File: config.mk
export PLATFORM = sky130hd
export DESIGN_NAME = qs_srt_ucode_sequencer
export DESIGN_NICKNAME = d
export VERILOG_FILES = /design/src/rtl/qs_srt_pkg.sv /design/src/rtl/qs_srt_ucode_decoder.sv /design/src/rtl/qs_srt_ucode_sequencer.sv
export SDC_FILE = /design/constraint.sdc
export NUM_CORES = 1
export LEC_CHECK = 0
export ABC_AREA = 1
export CAP_MARGIN = 40
export CORE_MARGIN = 3
export CORE_UTILIZATION = 33
export DETAILED_ROUTE_END_ITERATION = 8
export PLACE_DENSITY = 0.64
export SYNTH_ARGS = -nofsm -noshare
export SYNTH_HDL_FRONTEND = slang
export SYNTH_SLANG_ARGS = --single-unit
File: constraint.sdc
create_clock -name clk -period 1.4 [get_ports clk]
set_input_delay 0.28 -clock clk [delete_from_list [all_inputs] [get_ports clk]]
set_output_delay 0.28 -clock clk [all_outputs]
set_load 0.005 [all_outputs]
File: src/rtl/qs_srt_pkg.sv
// qs_srt shared types: instruction/ucode formats, opcode and sequencer state
// encodings, and the link-register index used by CALL/RET.
package qs_srt_pkg;

  localparam int IMM_W = 8;

  typedef enum logic [3:0] {
    OP_NOP   = 4'd0,
    OP_ADD   = 4'd1,
    OP_SUB   = 4'd2,
    OP_MOV   = 4'd3,
    OP_JCC   = 4'd4,
    OP_CALL  = 4'd5,
    OP_RET   = 4'd6,
    OP_AWAIT = 4'd7,
    OP_DONE  = 4'd8
  } opcode_t;

  // Link register: CALL writes it, RET reads it.
  localparam logic [3:0] BLINK = 4'hF;

  typedef struct packed {
    opcode_t          opcode;
    logic [3:0]       cc;
    logic [3:0]       rd;
    logic [3:0]       rs;
    logic [IMM_W-1:0] imm;
  } inst_t;

  typedef struct packed {
    opcode_t          op;
    logic [3:0]       cc;
    logic [3:0]       rd;
    logic [3:0]       rs;
    logic [IMM_W-1:0] imm;
    logic             wr_en;
    logic             is_nop;
    logic             is_jump;
    logic             is_ret;
    logic             is_await;
    logic             is_done;
    logic             invalid_inst;
  } ucode_t;

  typedef enum logic [2:0] {
    S_IDLE, S_FETCH, S_LOAD, S_ISSUE, S_CF_WAIT, S_AWAIT
  } seq_state_t;

endpackage

File: src/rtl/qs_srt_ucode_decoder.sv
// Combinational ucode decoder shared by the qs_srt engine.
//   inst  : raw instruction word
//   ucode : decoded fields plus class flags; unknown opcodes set invalid_inst
module qs_srt_ucode_decoder
  import qs_srt_pkg::*;
(
  input  inst_t  inst,
  output ucode_t ucode
);

  always_comb begin
    ucode     = '0;
    ucode.op  = inst.opcode;
    ucode.cc  = inst.cc;
    ucode.rd  = inst.rd;
    ucode.rs  = inst.rs;
    ucode.imm = inst.imm;
    case (inst.opcode)
      OP_NOP:                ucode.is_nop = 1'b1;
      OP_ADD, OP_SUB, OP_MOV: ucode.wr_en = 1'b1;
      OP_JCC:                ucode.is_jump = 1'b1;
      OP_CALL: begin
        ucode.is_jump = 1'b1;
        ucode.wr_en   = 1'b1;
        ucode.rd      = BLINK;
      end
      OP_RET: begin
        ucode.is_ret = 1'b1;
        ucode.rs     = BLINK;
      end
      OP_AWAIT:              ucode.is_await = 1'b1;
      OP_DONE:               ucode.is_done  = 1'b1;
      default:               ucode.invalid_inst = 1'b1;
    endcase
  end

endmodule

File: src/rtl/qs_srt_ucode_sequencer.sv
// qs_srt microcode fetch/issue sequencer. One instruction in flight.
//   start_vld/start_pc/start_rdy : program launch (accepted only in IDLE)
//   busy, done (1-cycle), err (sticky until next start)
//   rom_en/rom_addr/rom_data     : synchronous ROM, data one cycle after rom_en
//   issue_vld/issue_ucode/issue_pc/issue_rdy : handshake to execute
//   cf_vld/cf_taken/cf_target    : branch resolution for JCC/CALL/RET
//   await_evt                    : wake for AWAIT
module qs_srt_ucode_sequencer
  import qs_srt_pkg::*;
#(
  parameter int PC_W = 8
) (
  input  logic            clk,
  input  logic            rst,
  input  logic            start_vld,
  input  logic [PC_W-1:0] start_pc,
  output logic            start_rdy,
  output logic            busy,
  output logic            done,
  output logic            err,
  output logic            rom_en,
  output logic [PC_W-1:0] rom_addr,
  input  inst_t           rom_data,
  output logic            issue_vld,
  output ucode_t          issue_ucode,
  output logic [PC_W-1:0] issue_pc,
  input  logic            issue_rdy,
  input  logic            cf_vld,
  input  logic            cf_taken,
  input  logic [PC_W-1:0] cf_target,
  input  logic            await_evt
);

  seq_state_t      state, state_d;
  logic [PC_W-1:0] pc, pc_d, pc_inc;
  logic            err_d, done_d;
  inst_t           inst_q;

  qs_srt_ucode_decoder u_dec (.inst(inst_q), .ucode(issue_ucode));

  assign pc_inc   = pc + PC_W'(1);  // wraps modulo 2^PC_W
  assign rom_addr = pc;
  assign issue_pc = pc;
  assign busy     = (state != S_IDLE);

  always_ff @(posedge clk) begin
    if (rst) begin
      state  <= S_IDLE;
      pc     <= '0;
      inst_q <= '0;
      err    <= 1'b0;
      done   <= 1'b0;
    end else begin
      state <= state_d;
      pc    <= pc_d;
      err   <= err_d;
      done  <= done_d;
      if (state == S_LOAD) inst_q <= rom_data;
    end
  end

  always_comb begin
    state_d   = state;
    pc_d      = pc;
    err_d     = err;
    done_d    = 1'b0;
    start_rdy = 1'b0;
    rom_en    = 1'b0;
    issue_vld = 1'b0;
    case (state)
      S_IDLE: begin
        start_rdy = 1'b1;
        if (start_vld) begin
          pc_d    = start_pc;
          err_d   = 1'b0;
          state_d = S_FETCH;
        end
      end
      S_FETCH: begin
        rom_en  = 1'b1;
        state_d = S_LOAD;
      end
      S_LOAD: state_d = S_ISSUE;
      S_ISSUE: begin
        // Terminating and stalling classes never reach execute.
        if (issue_ucode.invalid_inst) begin
          err_d   = 1'b1;
          done_d  = 1'b1;
          state_d = S_IDLE;
        end else if (issue_ucode.is_done) begin
          done_d  = 1'b1;
          state_d = S_IDLE;
        end else if (issue_ucode.is_await) begin
          state_d = S_AWAIT;
        end else if (issue_ucode.is_nop) begin
          pc_d    = pc_inc;
          state_d = S_FETCH;
        end else begin
          issue_vld = 1'b1;
          if (issue_rdy) begin
            // Redirects wait for execute to resolve the next pc.
            if (issue_ucode.is_jump || issue_ucode.is_ret) begin
              state_d = S_CF_WAIT;
            end else begin
              pc_d    = pc_inc;
              state_d = S_FETCH;
            end
          end
        end
      end
      S_CF_WAIT: begin
        if (cf_vld) begin
          pc_d    = cf_taken ? cf_target : pc_inc;
          state_d = S_FETCH;
        end
      end
      S_AWAIT: begin
        if (await_evt) begin
          pc_d    = pc_inc;
          state_d = S_FETCH;
        end
      end
      default: state_d = S_IDLE;
    endcase
  end

endmodule

==> flow_metrics.tcl, run 1 <==
set metrics [dict create \
    fmax_mhz 625.9 \
    vias 2442 \
    period_needed_ns 1.598 \
    place_inst 504 \
    ys_warn_count 0 \
    syn_inst 325 \
    cpMaxStageDelayCell "dfxtp_4" \
    start_util_pct 34.76 \
    finalHoldViolations 0 \
    fill_cells 568 \
    cp-end-kind "primary output" \
    setup_viol 25 \
    h-tree-depth 2 \
    io_buffer_count 99 \
    final_cell_mix "nor2_1 (60), clkdlybuf4s50_1 (47), buf_4 (34)" \
    die_area_um2 7339 \
    track_usage_pct 18.44 \
    grt_remaining_overflow 0 \
    rsz0062_at_grt "true" \
    die_y_um 85.67 \
    worst_slack_ns -0.1977 \
    maxCapViolCount 0 \
    power_density_nw_per_um2 1836 \
    crit_path_start_kind "flip-flop" \
    netlist-cell-type-count 23 \
    violations "setup timing" \
    maxSlewViolCount 0 \
    mostFrequentLayoutCell "nor2_1" \
    tns_ns -2.617 \
    met2_usage_pct 31.99 \
    cellLeakagePower_nw 1.880 \
    max_stage_delay_ns 0.37 \
    clkTransAtPathRegs_ns 0.08 \
    hp-class "reg2reg" \
    antenna_left 0 \
    first_global_vias 2387 \
    grt.met3_usage_pct 3.170 \
    cp_max_fo 3 \
    critPathKind "reg2out" \
    ir_worst_vdd_mv 0.8742 \
    yosysSeqAreaShare_pct 35.36 \
    diodes 0 \
    detailedPlace.worstSlack_ns -0.2491 \
    status "complete, but fails checks" \
    grt_pass1_wl_um 10980 \
    post-synth-top-area-cell "dfxtp_1" \
    period_share_pct 114.1 \
    drtPass1Iterations 4 \
    drt_iter0_drc 84 \
    syn_nets 373 \
    clk_latency_ns 0.28 \
    avgSynthCellArea_um2 6.445 \
    crit_arrival_ns 1.32 \
    clkSinkCount 37 \
    cts_tree "built" \
    area_delta_synth_final_pct 79.69 \
    syn_area_um2 2095 \
    final_cells 530 \
    cts_buffer_depth 2 \
    wl_um 6783 \
    clockRootBuffer "clkbuf_8" \
    grt_start_max_net_pins 36 \
    timing.slew.headroom_pct 80.67 \
    viasPerCell 4.608 \
    worst_path_most_repeated_cell "buf_6" \
    antenna_found_initial 0 \
    busiest_layer "met2" \
    drc 0 \
    wl_per_cell_um 12.80 \
    num_rows 28 \
    drive_gt1_share_pct 36.92 \
    worstMarginPinSlew_ns 0.2896 \
    finalNetCount 502 \
    ios 100 \
    synth_top_area_share_pct 35.36 \
    grtUsageMet1_pct 23.04 \
    dpl.hpwl_um 4662 \
    worstPathRequired_ns 1.12 \
    worstPathCellList "buf_6, nor2_4, buf_6, nand2_4, nor2_1, buf_2" \
    synthTopCellsByArea "dfxtp_1 (35%), nor2_1 (13%), nand2_1 (9.7%)" \
    cts_buffers 5 \
    holdWs_ns 0.4630 \
    die_x_um 85.67 \
    ys_ff_latch 37 \
    skew_ns 0.006170 \
    place.gp.congestion 0.8226 \
    coreArea_um2 6026 \
]
what timing repair did:
item                                    CTS  global route
pin swaps                                34            27
setup buffers                            18             5
gates resized for setup                 201            39
hold buffers                              0             0
endpoints found under the setup margin   84            41
cloned                                    1             0
layer usage:
metal	share of wire (%)	vias up	wire length (µm)
met5	0	-	0
met4	1.6	0	109
met3	4.2	10	284
met2	50	58	3384
met1	44	1115	3004
li1	-	1259	-
synth_stat cells (all sizes together):
master,number
or2,4
dfxtp,37
nand2,57
nor2,78
a31oi,1
o21ai,33
nor3,2
nand3,28
a21oi,10
xor2,3
buf,27
nand4,2
inv,36
nor4,1
ha,1
clkbuf,5
final cells by class:
type                       instances  area [µm²]  area share, %
inverter                          36       142.6          3.790
clock inverter                     2       10.01         0.2660
sequential                        37       780.7          20.74
clock buffer                       6       72.57          1.928
timing repair buffer             153        1398          37.13
tap                               75       93.84          2.493
multi-input combinational        221        1266          33.64
registers in the layout, summed over array words and instances (netlist names):
| name | count |
|---|---|
| state | 3 |
| inst_q | 24 |
| done | 1 |
| err | 1 |
| issue_pc | 8 |
where the power goes:
group	switching, W	internal, W	leakage, nW	total (W)
Clock	0.000368	0.000345	0.0450	0.000713
Sequential	0.000244	0.00146	0.312	0.00170
Combinational	0.00224	0.00226	1.52	0.00449
Total	0.00285	0.00406	1.88	0.00691
critical path, delay by kind of cell (launching register included):
kind,cells,cell delay (ns)
buf+inv,3,0.39
flops,1,0.37
simple gates,3,0.27
final timing paths:
check	to	slack [ns]	startpoint	cells after the start
min reg2reg	inst_q[14]$_SDFFE_PP0P_	0.46	inst_q[14]$_SDFFE_PP0P_	2
max	issue_ucode[1]	-0.20	inst_q[21]$_SDFFE_PP0P_	6
max reg2reg	issue_pc[4]$_SDFFE_PP0P_	-0.13	state[1]$_SDFFE_PP0P_	10
min	inst_q[14]$_SDFFE_PP0P_	0.46	inst_q[14]$_SDFFE_PP0P_	2
kinds of logic after synthesis:
group / synth area share, %
simple gates: 35.25
buf+inv: 16.97
compound gates: 10.57
flops: 35.36
xor+xnor: 1.255
fa+ha+maj: 0.5973
per-stage QoR:
stage | power [W] | cell area (µm²) | utilization [%]
2_1_floorplan | 0.003511 | 2095 | -
3_3_place_gp | 0.005173 | 3274 | 54.34
3_5_place_dp | 0.005209 | 3274 | 54.34
4_1_cts | 0.006645 | 3650 | 60.57
5_1_grt | 0.007444 | 3764 | 62.46
6_report | 0.006910 | 3764 | 62.46
Power figures use the tool's default switching activity.
==> run 2, diff against run 1 <==
CAP_MARGIN = 10   (was 40)
SLEW_MARGIN = 25   (was default)
==> results of run 2 <==
The final DEF is identical to that of run 1; final timing and power are the same.
==> RTL change 1: new RTL, flow settings as in run 2 <==
The package constant `IMM_W` goes from 8 to 6.
--- a/src/rtl/qs_srt_pkg.sv
+++ b/src/rtl/qs_srt_pkg.sv
@@ -2,7 +2,7 @@
 // encodings, and the link-register index used by CALL/RET.
 package qs_srt_pkg;
 
-  localparam int IMM_W = 8;
+  localparam int IMM_W = 6;
 
   typedef enum logic [3:0] {
     OP_NOP   = 4'd0,
Ports: changed (resized issue_ucode and rom_data); port bits go from 100 to 96. No check against the original RTL was run, so the function may have changed too.
==> RTL change 1 against run 2 <==
The run still ends with negative setup slack left. Synthesized area decreased by 0.66%. Worst setup slack got worse by 0.037 ns. Routed wire length increased by 4.5%. Largest cell class unchanged. Cell area increased by 3.8%. Total power increased by 6.2%. Sequential cell count decreased by 2. Final cell count increased by 3.0%.
==> RTL change 1: results (changes against run 2) <==
- Outcome: finished with violations
- Failing checks: negative setup slack
- Overall global routing resource usage: 18.50% (+0.065 points)
- Mean post-synth cell area: 6.305 µm² (-2.2%)
- Port bufs: 95 (-4.0%)
- Worst VDD drop: 0.9630 mV (+10%)
- Top post-synthesis cells by count: nor2_1 (86), nand2_1 (66), dfxtp_1 (35), inv_1 (35), o21ai_0 (24)
- Fin nets: 516 (+2.8%)
- # fillers: 534 (-6.0%)
- Top post-synthesis cells by area: dfxtp_1 (34%), nor2_1 (16%), nand2_1 (12%), buf_4 (7.9%), inv_1 (6.3%)
- Routed WL: 7.086 mm (+4.5%)
- Reg2reg setup slack: -0.15 ns (-0.02 ns)
- Syn_nets: 376 (+0.80%)
- Worst Path Arrival: 1.35 ns (+0.03 ns)
- Final setup violating endpoints: 26 (+4.0%)
- Synth unique cells: 27 (+17%)
- Max reg flops: 22 (-8.3%)
- Leakage power: 1.961 nW (+4.3%)
- Gpl congestion: 0.8077 (-1.8%)
- Sequential-to-total area share from yosys stat: 33.67% (-1.7 points)
- Placed Cells: 509 (+0.99%)
- Hold Crit Start: inst_q[13]
- Vias: 2485 (+1.8%)
- HPWL after detailed placement: 4.515 mm (-3.2%)
- Max Clock Skew: 0.004067 ns (-0.002103 ns)
- Layout cells sized above 1: 40.76% (+3.8 points)
- Pin count of the biggest net entering global routing: 29 (-19%)
- Reg-to-reg startpoint: inst_q[18]
- DRT iter0 DRCs: 45 (-46%)
- Fin worst setup slack: -0.2350 ns (-0.03729 ns)
[RTL change 1: changes by cell type after synthesis, sizes merged, moves of 2 or more]
cell / before / now
dfxtp: 37 / 35
inv: 36 / 38
o211ai: 0 / 2
o21ai: 33 / 24
nor2: 78 / 89
nor3: 2 / 4
nand2: 57 / 68
xor2: 3 / 1
nand3: 28 / 20
[RTL change 1: cell type report]
| class | instances | area [µm²] | share of cell area, % |
|---|---|---|---|
| timing repair buffer | 162 | 1473 | 37.69 |
| tap | 75 | 93.84 | 2.402 |
| clock inverter | 1 | 5.005 | 0.1281 |
| multi-input combinational | 228 | 1366 | 34.97 |
| clock buffer | 7 | 76.32 | 1.953 |
| inverter | 38 | 150.1 | 3.842 |
| sequential | 35 | 743.2 | 19.02 |
[RTL change 1: per-stage QoR]
| step | instance area [µm²] | power [mW] | setup TNS, ns | worst slack [ns] | hold WS (ns) |
|---|---|---|---|---|---|
| 3_5_place_dp | 3221 | 5.158 | -5.367 | -0.2478 | 0.4469 |
| 4_1_cts | 3490 | 6.219 | -2.235 | -0.1779 | 0.4579 |
| 2_1_floorplan | 2081 | 3.509 | 0 | 0.1107 | 0.3524 |
| 3_3_place_gp | 3221 | 5.126 | -4.938 | -0.2561 | 0.4421 |
| 6_report | 3908 | 7.336 | -2.735 | -0.2350 | 0.4566 |
| 5_1_grt | 3908 | 7.916 | -5.631 | -0.3036 | 0.4964 |
[RTL change 1: tightest hold or removal path, stage by stage, from the launching register on]
cell,delay (ns)
dfxtp_1,0.30
inv_1,0.06
a21oi_1,0.05
[RTL change 1: cells by family (layout without fill, tap and decap cells)]
kind of cell    Yosys count  count (layout)  share of synthesized area, %
simple gates            188             189                         38.36
buf+inv                  68             208                         17.56
compound gates           36              36                         8.960
flops                    35              35                         33.67
xor+xnor                  2               2                        0.8420
fa+ha+maj                 1               1                        0.6012
[RTL change 1: final timing paths]
check                                    to  cells past startpoint
worst max-delay path              issue_vld                      6
worst min-delay path             inst_q[13]                      2
worst max register to register  issue_pc[5]                     11
worst min register to register   inst_q[13]                      2
[RTL change 1: routing by layer]
| metal | track usage (%) | up-vias | routed length [µm] |
|---|---|---|---|
| li1 | - | 1278 | - |
| met1 | 19.42 | 1093 | 2711 |
| met2 | 33.26 | 104 | 3510 |
| met3 | 7.767 | 10 | 754 |
| met4 | 5.899 | 0 | 110 |
| met5 | 0 | - | 0 |
[RTL change 1: repair_timing]
action,in CTS,in global routing
resized for setup,169,106
cloned,1,2
pin swaps,16,50
setup endpoints to repair,66,53
buffers inserted,18,13
[RTL change 1: power breakdown]
part | internal [mW] | switching [mW] | total [mW] | leakage [nW]
clock | 0.349 | 0.380 | 0.729 | 0.0422
combinational | 2.55 | 2.39 | 4.94 | 1.62
sequential | 1.40 | 0.269 | 1.67 | 0.295
==> RTL change 2: new RTL, flow settings as in run 2 <==
Without the edit above. Register the input `cf_target` before use, without a reset. The logic sees it one clock later. The other inputs are not delayed to match.
--- a/src/rtl/qs_srt_ucode_sequencer.sv
+++ b/src/rtl/qs_srt_ucode_sequencer.sv
@@ -30,6 +30,12 @@
   input  logic [PC_W-1:0] cf_target,
   input  logic            await_evt
 );
+
+  logic [PC_W-1:0] cf_target_q;
+
+  always_ff @(posedge clk) begin
+    cf_target_q <= cf_target;
+  end
 
   seq_state_t      state, state_d;
   logic [PC_W-1:0] pc, pc_d, pc_inc;
@@ -110,7 +116,7 @@
       end
       S_CF_WAIT: begin
         if (cf_vld) begin
-          pc_d    = cf_taken ? cf_target : pc_inc;
+          pc_d    = cf_taken ? cf_target_q : pc_inc;
           state_d = S_FETCH;
         end
       end
Check against the original RTL: not equivalent (Yosys sat finds a counterexample within 10 cycles, from zero or initial values and one cycle with rst high).
==> RTL change 2 against run 2 <==
The run still ends with negative setup slack left. Synthesized area up 10%. Clock skew decreased by 0.0010 ns. Die area is 9.7% higher. Cell area increased by 5.4%. Worst setup slack got worse by 0.010 ns. Total power grew 2.8%. Sequential power rose by 13%. Sequential cell count increased by 8. Routed wire length up 4.8%. Critical endpoint unchanged.
==> RTL change 2: results (changes against run 2) <==
- Top post-synthesis cells by count: nor2_1 (74), nand2_1 (52), dfxtp_1 (45)
- Overall global routing resource usage: 17.50% (-0.94 points)
- Clock network fraction of total power: 12.1% (+1.8 points)
- Reg-to-reg startpoint: inst_q[21]
- Relative slew slack: 82.39% (+1.7 points)
- Worst VDD drop: 0.8442 mV (-3.4%)
- Sequential share of power: 27.0% (+2.4 points)
- Layout cells sized above 1: 36.17% (-0.75 points)
- Leakage power: 1.955 nW (+4.0%)
- Placed Cells: 530 (+5.2%)
- Max Clock Skew: 0.005151 ns (-0.001019 ns)
- Fin worst setup slack: -0.2081 ns (-0.01046 ns)
- Critical path startpoint: inst_q[22]
- Avg WL per Cell: 12.62 µm (-1.4%)
- Hold_ws: 0.4171 ns (-0.04584 ns)
- Failing checks: negative setup slack
- # fillers: 613 (+7.9%)
- Gpl congestion: 0.7946 (-3.4%)
- Synthesis-to-finish area growth: 71.50%
- Synth Area in Compound Gates: 9.519% (-1.1 points)
- DRT iter0 DRCs: 86 (+2.4%)
- Hold Crit Depth: 1 (-1)
- Outcome: finished with violations
- Hold path endpoint: cf_target_q[2]
- Top post-synthesis cells by area: dfxtp_1 (39%), nor2_1 (12%), nand2_1 (8.4%), buf_4 (7.8%), o21ai_0 (6.9%)
- Fin nets: 517 (+3.0%)
- Final setup violating endpoints: 27 (+8.0%)
- Hold Crit Start: cf_target[2]
- FF-to-FF End: issue_pc[7]
- Adder-cell share of the synthesized area: 0.5408% (-0.057 points)
- Sequential cell power: 1.92 mW (+13%)
- TNS Setup: -2.637 ns (-0.01997 ns)
[RTL change 2: changes by cell type in the layout (fill, tap and decap cells not counted), sizes merged, moves of 3 or more]
cell,before,now
dfxtp,37,45
dlygate4sd2,28,32
dlymetal6s2s,4,1
buf,73,79
[RTL change 2: cell type report]
cell class	count	area share, %
Timing Repair Buffer	159	35.79
Multi-Input combinational cell	222	31.38
Sequential cell	45	23.81
Inverter	36	3.658
Tap cell	93	2.933
Clock buffer	6	2.081
Clock inverter	2	0.3469
[RTL change 2: layer usage]
metal  up-vias  wire length (µm)  track usage (%)
met1      1138              3060            21.42
li1       1296                 -                -
met3         5               315            3.255
met4         0                54            3.831
met2        60              3676            31.83
met5         -                 0                0
[RTL change 2: timing repair]
action	in CTS	in global routing
pin swaps	13	9
buffers inserted	24	3
endpoints found under the setup margin	85	54
gates resized for setup	187	32
gates cloned	1	0
